==> config.mk <==
export PLATFORM = sky130hd
export DESIGN_NAME = unified_mem_arbiter
export DESIGN_NICKNAME = d
export VERILOG_FILES = /design/src/rtl/unified_mem_arb_pkg.sv /design/src/rtl/unified_mem_arbiter_rr_arb2.sv /design/src/rtl/unified_mem_arbiter.sv
export SDC_FILE = /design/constraint.sdc
export NUM_CORES = 1
export LEC_CHECK = 0
export ABC_AREA = 0
export CAP_MARGIN = 5
export CELL_PAD_IN_SITES_DETAIL_PLACEMENT = 0
export CELL_PAD_IN_SITES_GLOBAL_PLACEMENT = 1
export CORE_MARGIN = 5
export CORE_UTILIZATION = 28
export CTS_BUF_LIST = sky130_fd_sc_hd__clkbuf_8
export DETAILED_ROUTE_END_ITERATION = 16
export GPL_ROUTABILITY_DRIVEN = 0
export PLACE_DENSITY = 0.83
export SYNTH_ARGS = -nofsm -noshare
export SYNTH_HDL_FRONTEND = slang
export SYNTH_SLANG_ARGS = --single-unit
==> constraint.sdc <==
create_clock -name clk -period 4.94 [get_ports clk]
set_input_delay 0.988 -clock clk [delete_from_list [all_inputs] [get_ports clk]]
set_output_delay 0.988 -clock clk [all_outputs]
set_load 0.01 [all_outputs]
==> src/rtl/unified_mem_arb_pkg.sv <==
// Shared types for the unified memory arbiter: FSM states, owner encoding, default widths.
// Latency: n/a (types and constants only).
// Backpressure: n/a.
package unified_mem_arb_pkg;

    localparam int DEF_AW           = 32;
    localparam int DEF_DW           = 32;
    localparam int DEF_READ_LATENCY = 1;
    localparam int DEF_CNT_W        = 4;

    // Requester identity, also used as the round-robin history bit.
    localparam logic OWN_CORE   = 1'b0;
    localparam logic OWN_LOADER = 1'b1;

    typedef enum logic [1:0] {
        IDLE  = 2'd0,
        ISSUE = 2'd1,
        WAIT  = 2'd2,
        RESP  = 2'd3
    } state_t;

endpackage

==> src/rtl/unified_mem_arbiter_rr_arb2.sv <==
// Two-way round-robin picker: on a tie, the requester that was not served last wins.
// Latency: purely combinational.
// Backpressure: none; the caller decides when a grant is actually taken.
// Ports: i_req[0]=core, i_req[1]=loader; i_last_owner = previous winner;
//        o_gnt one-hot (all zero when nothing requests); o_winner = granted index.
module rr_arb2
    import unified_mem_arb_pkg::*;
(
    input  logic [1:0] i_req,
    input  logic       i_last_owner,
    output logic [1:0] o_gnt,
    output logic       o_winner
);

    always_comb begin
        o_winner = OWN_CORE;
        o_gnt    = 2'b00;
        case (i_req)
            2'b01:   o_winner = OWN_CORE;
            2'b10:   o_winner = OWN_LOADER;
            2'b11:   o_winner = ~i_last_owner;
            default: o_winner = OWN_CORE;
        endcase
        if (i_req != 2'b00) begin
            o_gnt = (o_winner == OWN_LOADER) ? 2'b10 : 2'b01;
        end
    end

endmodule

==> src/rtl/unified_mem_arbiter.sv <==
// Serialises core and loader accesses onto one memory macro with round-robin priority.
// Latency: grant in cycle 0, m_en in cycle 1, done in cycle 2 (write) or 2+READ_LATENCY (read).
// Backpressure: a requester holds req until its gnt; new requests are only granted in IDLE.
// Ports: clk/rst (async active-high); c_* core port; l_* loader port;
//        m_* memory macro port (m_en qualifies m_we/m_addr/m_wdata); busy = not IDLE.
module unified_mem_arbiter
    import unified_mem_arb_pkg::*;
#(
    parameter int AW           = DEF_AW,
    parameter int DW           = DEF_DW,
    parameter int READ_LATENCY = DEF_READ_LATENCY,
    parameter int CNT_W        = DEF_CNT_W
) (
    input  logic          clk,
    input  logic          rst,
    input  logic          c_req,
    input  logic          c_we,
    input  logic [AW-1:0] c_addr,
    input  logic [DW-1:0] c_wdata,
    output logic          c_gnt,
    output logic          c_done,
    output logic [DW-1:0] c_rdata,
    input  logic          l_req,
    input  logic          l_we,
    input  logic [AW-1:0] l_addr,
    input  logic [DW-1:0] l_wdata,
    output logic          l_gnt,
    output logic          l_done,
    output logic [DW-1:0] l_rdata,
    output logic          m_en,
    output logic          m_we,
    output logic [AW-1:0] m_addr,
    output logic [DW-1:0] m_wdata,
    input  logic [DW-1:0] m_rdata,
    output logic          busy
);

    state_t         r_state;
    state_t         w_state_nxt;
    logic           r_owner;
    logic           r_last_owner;
    logic           r_we;
    logic [AW-1:0]  r_addr;
    logic [DW-1:0]  r_wdata;
    logic [DW-1:0]  r_c_rdata;
    logic [DW-1:0]  r_l_rdata;
    logic [CNT_W-1:0] r_cnt;

    logic [1:0]     w_gnt;
    logic           w_winner;
    logic           w_arb_open;
    logic           w_capture;
    logic           w_load_cnt;
    logic           w_rd_capture;

    rr_arb2 u_rr_arb2 (
        .i_req        ({l_req, c_req}),
        .i_last_owner (r_last_owner),
        .o_gnt        (w_gnt),
        .o_winner     (w_winner)
    );

    // Grants are combinational from IDLE; masking with rst keeps every output low during reset.
    assign w_arb_open = (r_state == IDLE) && !rst;
    assign c_gnt      = w_arb_open && w_gnt[0];
    assign l_gnt      = w_arb_open && w_gnt[1];

    always_comb begin
        w_state_nxt  = r_state;
        w_capture    = 1'b0;
        w_load_cnt   = 1'b0;
        w_rd_capture = 1'b0;
        case (r_state)
            IDLE: begin
                if (w_gnt != 2'b00) begin
                    w_capture   = 1'b1;
                    w_state_nxt = ISSUE;
                end
            end
            ISSUE: begin
                if (r_we) begin
                    w_state_nxt = RESP;
                end else begin
                    w_load_cnt  = 1'b1;
                    w_state_nxt = WAIT;
                end
            end
            WAIT: begin
                // <= 1 rather than == 1 so a zero count can never strand the FSM here.
                if (r_cnt <= CNT_W'(1)) begin
                    w_rd_capture = 1'b1;
                    w_state_nxt  = RESP;
                end
            end
            RESP:    w_state_nxt = IDLE;
            default: w_state_nxt = IDLE;
        endcase
    end

    always_ff @(posedge clk or posedge rst) begin
        if (rst) begin
            r_state      <= IDLE;
            r_owner      <= OWN_CORE;
            r_last_owner <= OWN_LOADER;
            r_we         <= 1'b0;
            r_addr       <= '0;
            r_wdata      <= '0;
            r_cnt        <= '0;
            r_c_rdata    <= '0;
            r_l_rdata    <= '0;
        end else begin
            r_state <= w_state_nxt;
            if (w_capture) begin
                r_owner      <= w_winner;
                r_last_owner <= w_winner;
                r_we         <= (w_winner == OWN_LOADER) ? l_we    : c_we;
                r_addr       <= (w_winner == OWN_LOADER) ? l_addr  : c_addr;
                r_wdata      <= (w_winner == OWN_LOADER) ? l_wdata : c_wdata;
            end
            if (w_load_cnt) begin
                r_cnt <= CNT_W'(READ_LATENCY);
            end else if (r_state == WAIT && r_cnt != '0) begin
                r_cnt <= r_cnt - 1'b1;
            end
            if (w_rd_capture) begin
                if (r_owner == OWN_LOADER) begin
                    r_l_rdata <= m_rdata;
                end else begin
                    r_c_rdata <= m_rdata;
                end
            end
        end
    end

    assign m_en    = (r_state == ISSUE);
    assign m_we    = m_en && r_we;
    assign m_addr  = r_addr;
    assign m_wdata = r_wdata;
    assign c_done  = (r_state == RESP) && (r_owner == OWN_CORE);
    assign l_done  = (r_state == RESP) && (r_owner == OWN_LOADER);
    assign c_rdata = r_c_rdata;
    assign l_rdata = r_l_rdata;
    assign busy    = (r_state != IDLE);

endmodule

==> run_results.csv <==
group,metric,value,unit
layout,nFillCells,2006,
setup_path,path_max_fanout,4,
timing,maxSlewViolCount,0,
setup_path,timing.rr.start,"r_state[0]$_DFFE_PP0P_",
timing,fin_crit,3.614,ns
power_and_ir_drop,p_per_area,597.7,nW/µm²
route,vias_per_cell,4.331,
clock_network,post_cts_buffers,0,
route,wl,17710,µm
setup_path,crit_start,"l_req",
logic_synthesis,synth_cells,475,
setup_path,crit_type,"in2out",
global_routing,grt_pass1_vias,4712,
layout,area_growth,60.34,%
logic_synthesis,synth-edff-count,0,
min_path,hold_path_class,"reg2reg",
timing,rsz0062_at_grt,"false",
route,ant_nets,0,
min_path,min_from,"m_addr[29]$_DFFE_PP0P_",
die,rows,53,
logic_synthesis,syn-num-nets,648,
layout,diodes,0,
route,drcViolationCount,0,
die,io_pins,301,
timing,hold_viol,0,
layout,fin_nets,947,
clock_network,cts.sinks,137,
die,core_area,21150,µm²
logic_synthesis,synth_top_cell_area_share,56.33,%
timing,finalClockSkew,0.01258,ns
die,die_w,156.9,µm
timing,fin_tns_setup,0,ns
timing,worst_pin_slew,1.017,ns
timing,slew_headroom,32.22,%
global_routing,grt_antenna_before_repair,0,
layout,stdcell_area,9688,µm²
route,num_vias,4599,
logic_synthesis,yosysUniqueCellTypes,34,
outcome,outcome,"finished, final reports clean",
die,initial_core_util,28.56,%
global_routing,grt_pass1_wl,26660,µm
clock_network,cts-root-buf,"clkbuf_8",
route,wire_per_inst,16.67,µm
setup_path,cp-start-kind,"primary input",
logic_synthesis,synth_area_per_cell,12.72,µm²
clock_network,cts_made_buffers,17,
timing,setup_viol,0,
timing,max_freq,276.7,MHz
logic_synthesis,synth_top_area_cell,"dfrtp_1",
clock_network,ctsHoldBuffers,0,
setup_path,endpoint_kind,"output pin",
layout,drive_above_1_share,14.10,%
clock_network,cts_resized,0,
logic_synthesis,synth_common_cells,"136 x dfrtp_1, 69 x nand2_1, 65 x mux2i_1",
die,dieArea,24620,µm²
route,firstDrtPassIters,4,
clock_network,htreeDepth,4,
logic_synthesis,ys_ff_latch,137,
clock_network,clock_latency,0.44,ns
timing,fin_crit_sh,73.16,%
clock_network,ctsLongestPathBuffers,2,
logic_synthesis,async_reset_ff_share,100.0,%
die,die_y,156.9,µm
global_routing,gr-total-overflow,0,
logic_synthesis,synth_area_leaders,"dfrtp_1 56%, mux2i_1 11%, mux2_4 7.5%",
logic_synthesis,syn_area,6042,µm²
route,drt_iter0_markers,157,
clock_network,cts_tree,"built",
clock_network,clk_pin_slew_worst_paths,0.08,ns
power_and_ir_drop,p_leak,4.167,nW
placed_design,placed_area,9263,µm²
logic_synthesis,synth-main-ff-cell,"dfrtp_1",
global_routing,track_usage,14.00,%
logic_synthesis,synth.most_common_cell,"dfrtp_1",
logic_synthesis,yosysWarnings,0,
global_routing,grt_max_degree,111,
logic_synthesis,yosysSeqAreaShare,56.76,%
setup_path,cp.required,3.95,ns
placed_design,hpwl,13170,µm
placed_design,io_buffers,300,
power_and_ir_drop,ir_drop,168.7,µV
setup_path,arrival,2.63,ns
job,max_cap_violations,0,
==> layer usage <==
metal  wire length [µm]  track usage (%)  up-vias
li1                   -                -     2237
met1               7615            18.01     2128
met2               7850            21.73      219
met3               2013            5.609       15
met4                226            4.380        0
met5                  0                0        -
==> worst paths after layout <==
kind / end / slack, ns / cells after the start
setup / recovery: l_gnt / 1.33 / 5
hold / removal: m_addr[29]$_DFFE_PP0P_ / 0.48 / 2
setup reg to reg: m_addr[3]$_DFFE_PP0P_ / 2.50 / 6
hold reg to reg: m_addr[29]$_DFFE_PP0P_ / 0.48 / 2
max in group asynchronous: r_last_owner$_DFFE_PP1P_ / 2.78 / 3
min in group asynchronous: l_rdata[24]$_DFFE_PP0P_ / 1.22 / 2
==> worst max-delay path, cell delays in order <==
cell             delay (ns)
clkdlybuf4s50_1        0.58
a21boi_4               0.26
nand2_1                0.11
nor2_1                 0.11
clkdlybuf4s50_1        0.58
==> final cells by class <==
| type | instances | area, µm² | area share (%) |
|---|---|---|---|
| clock buffer | 17 | 234.0 | 2.415 |
| clock inverter | 15 | 191.4 | 1.976 |
| inverter | 9 | 38.79 | 0.4004 |
| multi-input combinational | 301 | 2387 | 24.64 |
| sequential | 137 | 3430 | 35.40 |
| tap | 275 | 344.1 | 3.552 |
| timing repair buffer | 308 | 3063 | 31.62 |
==> stage by stage <==
step | worst slack, ns | power, W | cells | util, % | hold slack (ns)
2_1_floorplan | 0.2858 | 0.003348 | 475 | - | 0.4718
3_3_place_gp | 1.364 | 0.004795 | 1030 | 43.79 | 0.4600
3_5_place_dp | 1.312 | 0.004850 | 1030 | 43.79 | 0.4691
4_1_cts | 1.312 | 0.005903 | 1062 | 45.80 | 0.4890
5_1_grt | 1.240 | 0.006195 | 1062 | 45.80 | 0.5027
6_report | 1.326 | 0.005790 | 1062 | 45.80 | 0.4820
==> registers in the layout (all words and copies together), names as in the netlist <==
| register | flops |
|---|---|
| c_rdata | 32 |
| l_rdata | 32 |
| m_addr | 32 |
| m_wdata | 32 |
| r_cnt | 4 |
| r_last_owner | 1 |
| r_owner | 1 |
| r_state | 2 |
| r_we | 1 |
==> placed cells by master (no fill, tap or decap), types with 2 or more instances in the layout <==
master and n:
o21ai_0 37, mux2i_1 65, ha_1 7, mux2_2 35, a21oi_1 2, nor2_1 7, buf_4 8, clkdlybuf4s50_1 300
clkbuf_8 17, mux2_4 30, a31oi_1 3, clkinv_4 2, o21ai_1 28, bufinv_16 3, nor2b_1 2, clkinvlp_4 3
dfrtp_1 136, nand2_1 69, inv_8 2, inv_6 5, inv_1 9
==> logic make-up after synthesis <==
kind of cell / after synthesis / share of synthesized area [%]
flops: 137 / 56.76
mux: 130 / 24.75
simple gates: 84 / 5.778
compound gates: 78 / 6.938
buf+inv: 37 / 4.038
fa+ha+maj: 7 / 1.450
xor+xnor: 2 / 0.2900
==> report_power, final <==
part / switching (W) / internal, W / leakage (nW)
combinational: 0.00114 / 0.00163 / 2.30
clock: 0.000501 / 0.000513 / 0.209
sequential: 0.000312 / 0.00169 / 1.66
total: 0.00196 / 0.00383 / 4.17
(Power assumes the default switching activity.)
